[src/rtl/mem_port_arbiter_pkg.sv]
// Shared definitions for the memory port arbiter: arbiter state encoding
// (readable by other units) and the physical-register tag width.
`ifndef PR_ADDR_W
`define PR_ADDR_W 6
`endif

package mem_port_arbiter_pkg;

  typedef enum logic [1:0] {
    IDLE       = 2'd0,
    FETCH_WAIT = 2'd1,
    DATA_WAIT  = 2'd2
  } arb_state_t;

  localparam int PR_ADDR_W    = `PR_ADDR_W;
  localparam int STARVE_CNT_W = 4;

endpackage

[src/rtl/mem_port_arbiter_resp_buf1.sv]
// resp_buf1: one-entry valid/ready holding register. A push and a drain in
// the same cycle refill the entry; flush empties it.
module resp_buf1
  import mem_port_arbiter_pkg::*;
#(
  parameter int WIDTH = 8
) (
  input  logic             clk,
  input  logic             rst_n,
  input  logic             flush,
  input  logic             push,
  input  logic [WIDTH-1:0] push_data,
  output logic             free,
  output logic             valid,
  output logic [WIDTH-1:0] data,
  input  logic             ready
);

  // Entry can accept new data when empty or being consumed this cycle.
  assign free = !valid || ready;

  // Holding register: flush beats push, push beats drain.
  always_ff @(posedge clk or negedge rst_n) begin
    if (!rst_n) begin
      valid <= 1'b0;
      data  <= '0;
    end else if (flush) begin
      valid <= 1'b0;
    end else if (push) begin
      valid <= 1'b1;
      data  <= push_data;
    end else if (ready) begin
      valid <= 1'b0;
    end
  end

endmodule

[src/rtl/mem_port_arbiter.sv]
// mem_port_arbiter: shares the byte-wide memory bus between instruction fetch
// and load/store ops, one transaction in flight, data ops first.
// Optional feature macro: MEM_ARB_STARVE_EN (bounded fetch starvation via
// starve_cnt / STARVE_LIMIT). Undefined: strict data priority.
module mem_port_arbiter
  import mem_port_arbiter_pkg::*;
#(
  parameter int STARVE_LIMIT = 4,
  parameter int TAG_W        = `PR_ADDR_W
) (
  input  logic             clk,
  input  logic             rst_n,
  input  logic             fetch_valid,
  input  logic [15:0]      fetch_addr,
  output logic             fetch_ready,
  input  logic             fetch_flush,
  output logic [7:0]       instr,
  output logic             instr_valid,
  input  logic             instr_ready,
  input  logic             dreq_valid,
  output logic             dreq_ready,
  input  logic [15:0]      dreq_addr,
  input  logic [7:0]       dreq_wdata,
  input  logic             dreq_store,
  input  logic [TAG_W-1:0] dreq_tag,
  output logic             dresp_valid,
  input  logic             dresp_ready,
  output logic [7:0]       dresp_data,
  output logic [TAG_W-1:0] dresp_tag,
  output logic             dresp_store,
  output logic             mem_req,
  output logic [15:0]      mem_addr,
  output logic             mem_we,
  output logic [7:0]       mem_wdata,
  input  logic [7:0]       mem_rdata,
  input  logic             mem_ack
);

  localparam int DB_W = 8 + TAG_W + 1;

  if (STARVE_LIMIT < 1 || STARVE_LIMIT > 15) begin : g_bad_limit
    $error("STARVE_LIMIT must be in 1..15");
  end

  arb_state_t      state, state_nxt;
  logic            squash;
  logic            fb_free, db_free;
  logic            f_elig, d_elig, fetch_forced;
  logic            grant_f, grant_d;
  logic            ack_f, ack_d, fb_push;
  logic            req_q, we_q, store_q;
  logic [15:0]     addr_q;
  logic [7:0]      wdata_q, ld_data;
  logic [TAG_W-1:0] tag_q;
  logic [DB_W-1:0] db_out;

  assign f_elig = fetch_valid && fb_free;
  assign d_elig = dreq_valid && db_free;

`ifdef MEM_ARB_STARVE_EN
  logic [STARVE_CNT_W-1:0] starve_cnt;

  assign fetch_forced = (starve_cnt == STARVE_CNT_W'(STARVE_LIMIT));

  // Count data grants that overtake a waiting fetch, saturating at the limit.
  always_ff @(posedge clk or negedge rst_n) begin
    if (!rst_n) begin
      starve_cnt <= '0;
    end else if (grant_f || !fetch_valid) begin
      starve_cnt <= '0;
    end else if (grant_d && !fetch_forced) begin
      starve_cnt <= starve_cnt + 1'b1;
    end
  end
`else
  assign fetch_forced = 1'b0;
`endif

  // Grant selection in IDLE and transaction-state transitions.
  always_comb begin
    state_nxt = state;
    grant_f   = 1'b0;
    grant_d   = 1'b0;
    case (state)
      IDLE: begin
        if (d_elig && !(fetch_forced && f_elig)) begin
          grant_d   = 1'b1;
          state_nxt = DATA_WAIT;
        end else if (f_elig) begin
          grant_f   = 1'b1;
          state_nxt = FETCH_WAIT;
        end
      end
      FETCH_WAIT: if (mem_ack) state_nxt = IDLE;
      DATA_WAIT:  if (mem_ack) state_nxt = IDLE;
      default:    state_nxt = IDLE;
    endcase
  end

  // State register.
  always_ff @(posedge clk or negedge rst_n) begin
    if (!rst_n) state <= IDLE;
    else        state <= state_nxt;
  end

  assign fetch_ready = grant_f;
  assign dreq_ready  = grant_d;
  assign ack_f       = (state == FETCH_WAIT) && mem_ack;
  assign ack_d       = (state == DATA_WAIT) && mem_ack;

  // Latch the granted request; the bus is driven only from these registers.
  always_ff @(posedge clk or negedge rst_n) begin
    if (!rst_n) begin
      req_q   <= 1'b0;
      addr_q  <= '0;
      we_q    <= 1'b0;
      wdata_q <= '0;
      tag_q   <= '0;
      store_q <= 1'b0;
    end else if (grant_f) begin
      req_q   <= 1'b1;
      addr_q  <= fetch_addr;
      we_q    <= 1'b0;
      wdata_q <= '0;
      store_q <= 1'b0;
    end else if (grant_d) begin
      req_q   <= 1'b1;
      addr_q  <= dreq_addr;
      we_q    <= dreq_store;
      wdata_q <= dreq_wdata;
      tag_q   <= dreq_tag;
      store_q <= dreq_store;
    end else if (ack_f || ack_d) begin
      req_q   <= 1'b0;
    end
  end

  // A flush during a fetch read marks its byte for dropping when it returns.
  always_ff @(posedge clk or negedge rst_n) begin
    if (!rst_n)                                     squash <= 1'b0;
    else if (ack_f)                                 squash <= 1'b0;
    else if (fetch_flush && state == FETCH_WAIT)    squash <= 1'b1;
  end

  assign mem_req   = req_q;
  assign mem_addr  = addr_q;
  assign mem_we    = we_q;
  assign mem_wdata = wdata_q;

  assign fb_push = ack_f && !squash && !fetch_flush;
  assign ld_data = store_q ? 8'h00 : mem_rdata;

  resp_buf1 #(.WIDTH(8)) u_fb (
    .clk       (clk),
    .rst_n     (rst_n),
    .flush     (fetch_flush),
    .push      (fb_push),
    .push_data (mem_rdata),
    .free      (fb_free),
    .valid     (instr_valid),
    .data      (instr),
    .ready     (instr_ready)
  );

  resp_buf1 #(.WIDTH(DB_W)) u_db (
    .clk       (clk),
    .rst_n     (rst_n),
    .flush     (1'b0),
    .push      (ack_d),
    .push_data ({ld_data, tag_q, store_q}),
    .free      (db_free),
    .valid     (dresp_valid),
    .data      (db_out),
    .ready     (dresp_ready)
  );

  assign {dresp_data, dresp_tag, dresp_store} = db_out;

endmodule

[config.mk]
export PLATFORM = sky130hd
export DESIGN_NAME = mem_port_arbiter
export DESIGN_NICKNAME = d
export VERILOG_FILES = /design/src/rtl/mem_port_arbiter_pkg.sv /design/src/rtl/mem_port_arbiter_resp_buf1.sv /design/src/rtl/mem_port_arbiter.sv
export SDC_FILE = /design/constraint.sdc
export NUM_CORES = 1
export LEC_CHECK = 0
export ABC_AREA = 0
export ABC_CLOCK_PERIOD_IN_PS = 1950
export CORE_ASPECT_RATIO = 0.7
export CORE_MARGIN = 2
export CORE_UTILIZATION = 45
export CTS_BUF_LIST = sky130_fd_sc_hd__clkbuf_8
export DETAILED_ROUTE_END_ITERATION = 12
export PLACE_DENSITY = 0.8
export SETUP_SLACK_MARGIN = 0.5
export SLEW_MARGIN = 20
export SYNTH_ARGS = -nofsm -noshare
export SYNTH_HDL_FRONTEND = slang
export SYNTH_SLANG_ARGS = --single-unit
[constraint.sdc]
create_clock -name clk -period 1.95 [get_ports clk]
set_input_delay 0.39 -clock clk [delete_from_list [all_inputs] [get_ports clk]]
set_output_delay 0.39 -clock clk [all_outputs]
set_load 0.01 [all_outputs]
==> results.md, run 1 <==
* Outcome: completed
* TritonRoute pass-1 iters at 4
* Non-Filler Instances at 478
* RePlAce Congestion at 0.793
* Pre-CTS WS at -0.291 ns
* Tcrit/Tclk final at 0.952
* Vias at 2754
* Worst Skew at 0.00518 ns
* Final hold vios at 0
* Sequential power share at 0.301
* Multiplexer area fraction after synthesis at 0.0786
* Sink Count at 60
* Die Y at 70.7 um
* Total GRT Usage at 0.252
* Synth warn at 0
* DRT iter0 DRCs at 152
* Sequential share of the synthesized area at 0.524
* Antenna violations before repair at 0
* Cells after synthesis at 250
* Synth Area in Simple Gates at 0.106
* Hold Crit Class: in -> async
* CP Data Arrival Time at 2.07 ns
* Final min period at between 1.5 and 2 ns
* Crit-path cells: buf_4 -> buf_6 -> buf_6 -> ha_4 -> nand2_4 -> nor3_4 -> buf_6 -> buf_12 -> mux2_2
* Worst VDD drop at 0.780 mV
* Startpoint types: flop
* Worst skew pair latency at around 0.33 ns
* Yosys top cell area share at 0.524
* Register bit total from synthesis at 60
* Cell Area, Synth at 2860 um^2
* Asr flop ratio synth at 1.00
* Top_reg_cell synth: dfrtp_1
* Core ar. at 6190 um^2
* P_leak at 2.23 nW
* Slew Viols, Final at 0
* Relative slew slack at 0.761
* CTS H-Tree Depth at 3
* Sw Share at 0.370
* Share of post-route cells with drive strength above 1 at 0.293
* Synth cell types at 33
* Antenna viol nets, final at 0
* Area delta synth->final at 74.3%
* DR vias/cell at around 5.8
* Max Cap Viol at 0
* Setup violators final at 0
* Vias in the first global route at 2730
* Most frequent CP cell: buf_6
* Fmax at approximately 540 MHz
* HPWL after DPL at 5550 um
* Post-Synth XOR/XNOR Area at 0
* # IOs at 116
* Tightest Pin Transition at around 0.36 ns
* Slowest CP cell: dfrtp_1
* Total Wirelength at ~10000 um
* Pin count of the biggest net entering global routing at 61
* Yosys top cell by area: dfrtp_1
* Port buffer count at approximately 120
* Switching Power at 2.67 mW
* Setup WS post-layout at between 0.09 and 0.1 ns
* CP top delay family: buffers and inverters
* DIE AREA at 7030 um^2
* Crit path kind: reg -> reg
* Clk buf depth at 2
* Inst Count DP at about 440
* DIE WIDTH at 99.4 um
* DRC Markers at 0
* Starting density of the core at 0.463
* CTS clk-pin slew, worst paths at approximately 0.070 ns
* Final Util at 0.807
* Worst path max stage delay at 0.39 ns
* Global-route wire length before repair at about 14000 um
* Clock root buffer master: clkbuf_8
* Pwr dens at 1450 nW/um^2
* Grt total ovfl at 0
* Synth top area cells: dfrtp_1 (52%), mux2_2 (6.7%), nand4_1 (5.7%)
* Largest family of logic cells by synthesized area: compound AO/OA/AOI/OAI gates
* CP max FO at 5
* CP Capture Type: flop
* Clk pwr share at 0.171
* TritonCTS clock tree: yes
* Compound-Gate Fraction of Synth Area at 0.193
* Setup_tns at 0 ns
* RSZ-0062 raised after global routing: true
* Per-cell routed wire length at 21.0 um
* Worst Path Required at 2.17 ns
* Post-layout net count at between 400 and 500
* # rows at 24
* Post-synth EDFFs at 0
* Mean Syn Cell Area at about 11 um^2
* Post-synth top cells: dfrtp_1 (60), inv_1 (27), nand4_1 (26)
* Synth Net Count at between 300 and 400
* Power after layout at 7.23 mW
* Post-Synth Adder-Cell Area at 0.0131
* Logic pwr share at 0.528
* Count leader, synth: dfrtp_1
* Diodes inserted at 0
* Cts bufs inserted at 9
* Internal power consumption at 4.55 mW
* Buf+Inv Stages, Crit Path at 5
==> power by group through the flow <==
stage	logic (mW)	clock network (mW)	registers [mW]
finish	3.82	1.24	2.17
global route	4.06	1.32	2.23
CTS	3.04	1.25	2.16
detailed placement	3.08	0	2.20
global placement	3.02	0	2.16
floorplan	1.34	0	2.39
==> kinds of logic after synthesis <==
logic type                 count (synthesis)
AOI/OAI and AO/OA                         61
DFF                                       60
and+or+nand+nor                           54
buffers and inverters                     52
muxes                                     20
adders and majority gates                  3
==> worst reg2reg max path, cell delays in order, from the launching register on <==
cell	delay, ns
dfrtp_1	0.39
buf_4	0.14
buf_6	0.09
buf_6	0.10
ha_4	0.16
nand2_4	0.07
nor3_4	0.23
buf_6	0.14
buf_12	0.10
mux2_2	0.33
==> layer usage <==
layer  global-route usage  vias to the layer above  part of all wire
li1                     -                     1229                 -
met5                    0                        -                 0
met1                0.339                     1371              0.43
met4               0.0639                        0             0.014
met2                0.382                      138              0.48
met3                0.105                       16             0.079
==> stage by stage <==
stage | area, um^2 | hold slack [ns]
6_report | 4990 | 0.0447
3_3_place_gp | 4160 | 0.417
5_1_grt | 4990 | 0.0719
4_1_cts | 4510 | 0.0569
2_1_floorplan | 2900 | 0.0944
3_5_place_dp | 4160 | 0.417
==> path summary, 6_finish.rpt <==
kind | to | cells after the start | slack [ns] | from
worst min register to register | u_db.data[11]$_DFFE_PN0P_ | 2 | 0.47 | u_db.data[11]$_DFFE_PN0P_
worst max register to register | u_fb.data[6]$_DFFE_PN0P_ | 9 | 0.09 | state[0]$_DFFE_PN0P_
min in group clk | u_db.data[11]$_DFFE_PN0P_ | 2 | 0.47 | u_db.data[11]$_DFFE_PN0P_
max in group asynchronous | u_db.data[3]$_DFFE_PN0P_ | 2 | 1.61 | rst_n
worst max-delay path | u_fb.data[6]$_DFFE_PN0P_ | 9 | 0.09 | state[0]$_DFFE_PN0P_
worst min-delay path | mem_addr[1]$_DFFE_PN0P_ | 2 | 0.04 | rst_n
==> repair_timing <==
item,4_1_cts,5_1_grt
hold buffers,0,0
buffers inserted,5,14
setup endpoints to repair,93,53
gates cloned,3,4
pin swaps,0,6
gates resized for setup,81,52
==> registers in the layout, summed over array words and instances (netlist names) <==
register,count
mem_addr,16
mem_req,1
mem_wdata,8
squash,1
state,2
store_q,1
tag_q,6
u_db.data,15
u_db.valid,1
u_fb.data,8
u_fb.valid,1
==> cells in the final DEF, fill, tap and decap left out, types with 3 or more instances in the layout <==
cell / Yosys / final
clkdlybuf4s50_1: 0 / 60
dfrtp_1: 60 / 60
dlygate4sd2_1: 0 / 48
inv_1: 27 / 26
nand4_1: 26 / 26
buf_4: 3 / 20
nand2_1: 20 / 18
mux2_2: 17 / 16
o2111ai_1: 16 / 15
o311ai_4: 1 / 11
o21ai_0: 11 / 11
clkbuf_8: 0 / 10
buf_6: 4 / 8
buf_12: 0 / 8
o31ai_4: 0 / 6
inv_2: 1 / 4
mux2_4: 0 / 4
nand2b_1: 3 / 3
o31ai_2: 0 / 3
a21oi_1: 3 / 3
o311ai_1: 0 / 3
buf_16: 0 / 3
clkbuf_16: 0 / 3
clkdlybuf4s15_1: 0 / 3
==> cell type report <==
| type | instances | area, um^2 |
|---|---|---|
| sequential | 60 | 1500 |
| clock buffer | 10 | 138 |
| inverter | 29 | 109 |
| fill | 379 | 1190 |
| tap | 78 | 97.6 |
| multi-input combinational | 138 | 1420 |
| timing repair buffer | 157 | 1650 |
| clock inverter | 6 | 80.1 |
No activity file was read; power rests on OpenSTA's default activity.
==> inputs of run 2 (changes only) <==
--- a/config.mk
+++ b/config.mk
@@ -11,6 +11,7 @@
 export CORE_MARGIN = 2
 export CORE_UTILIZATION = 45
 export CTS_BUF_LIST = sky130_fd_sc_hd__clkbuf_8
+export CTS_CLUSTER_SIZE = 25
 export DETAILED_ROUTE_END_ITERATION = 12
 export PLACE_DENSITY = 0.8
 export SETUP_SLACK_MARGIN = 0.5
==> results of run 2 <==
No change in the layout: final DEF, timing and power equal those of run 1.
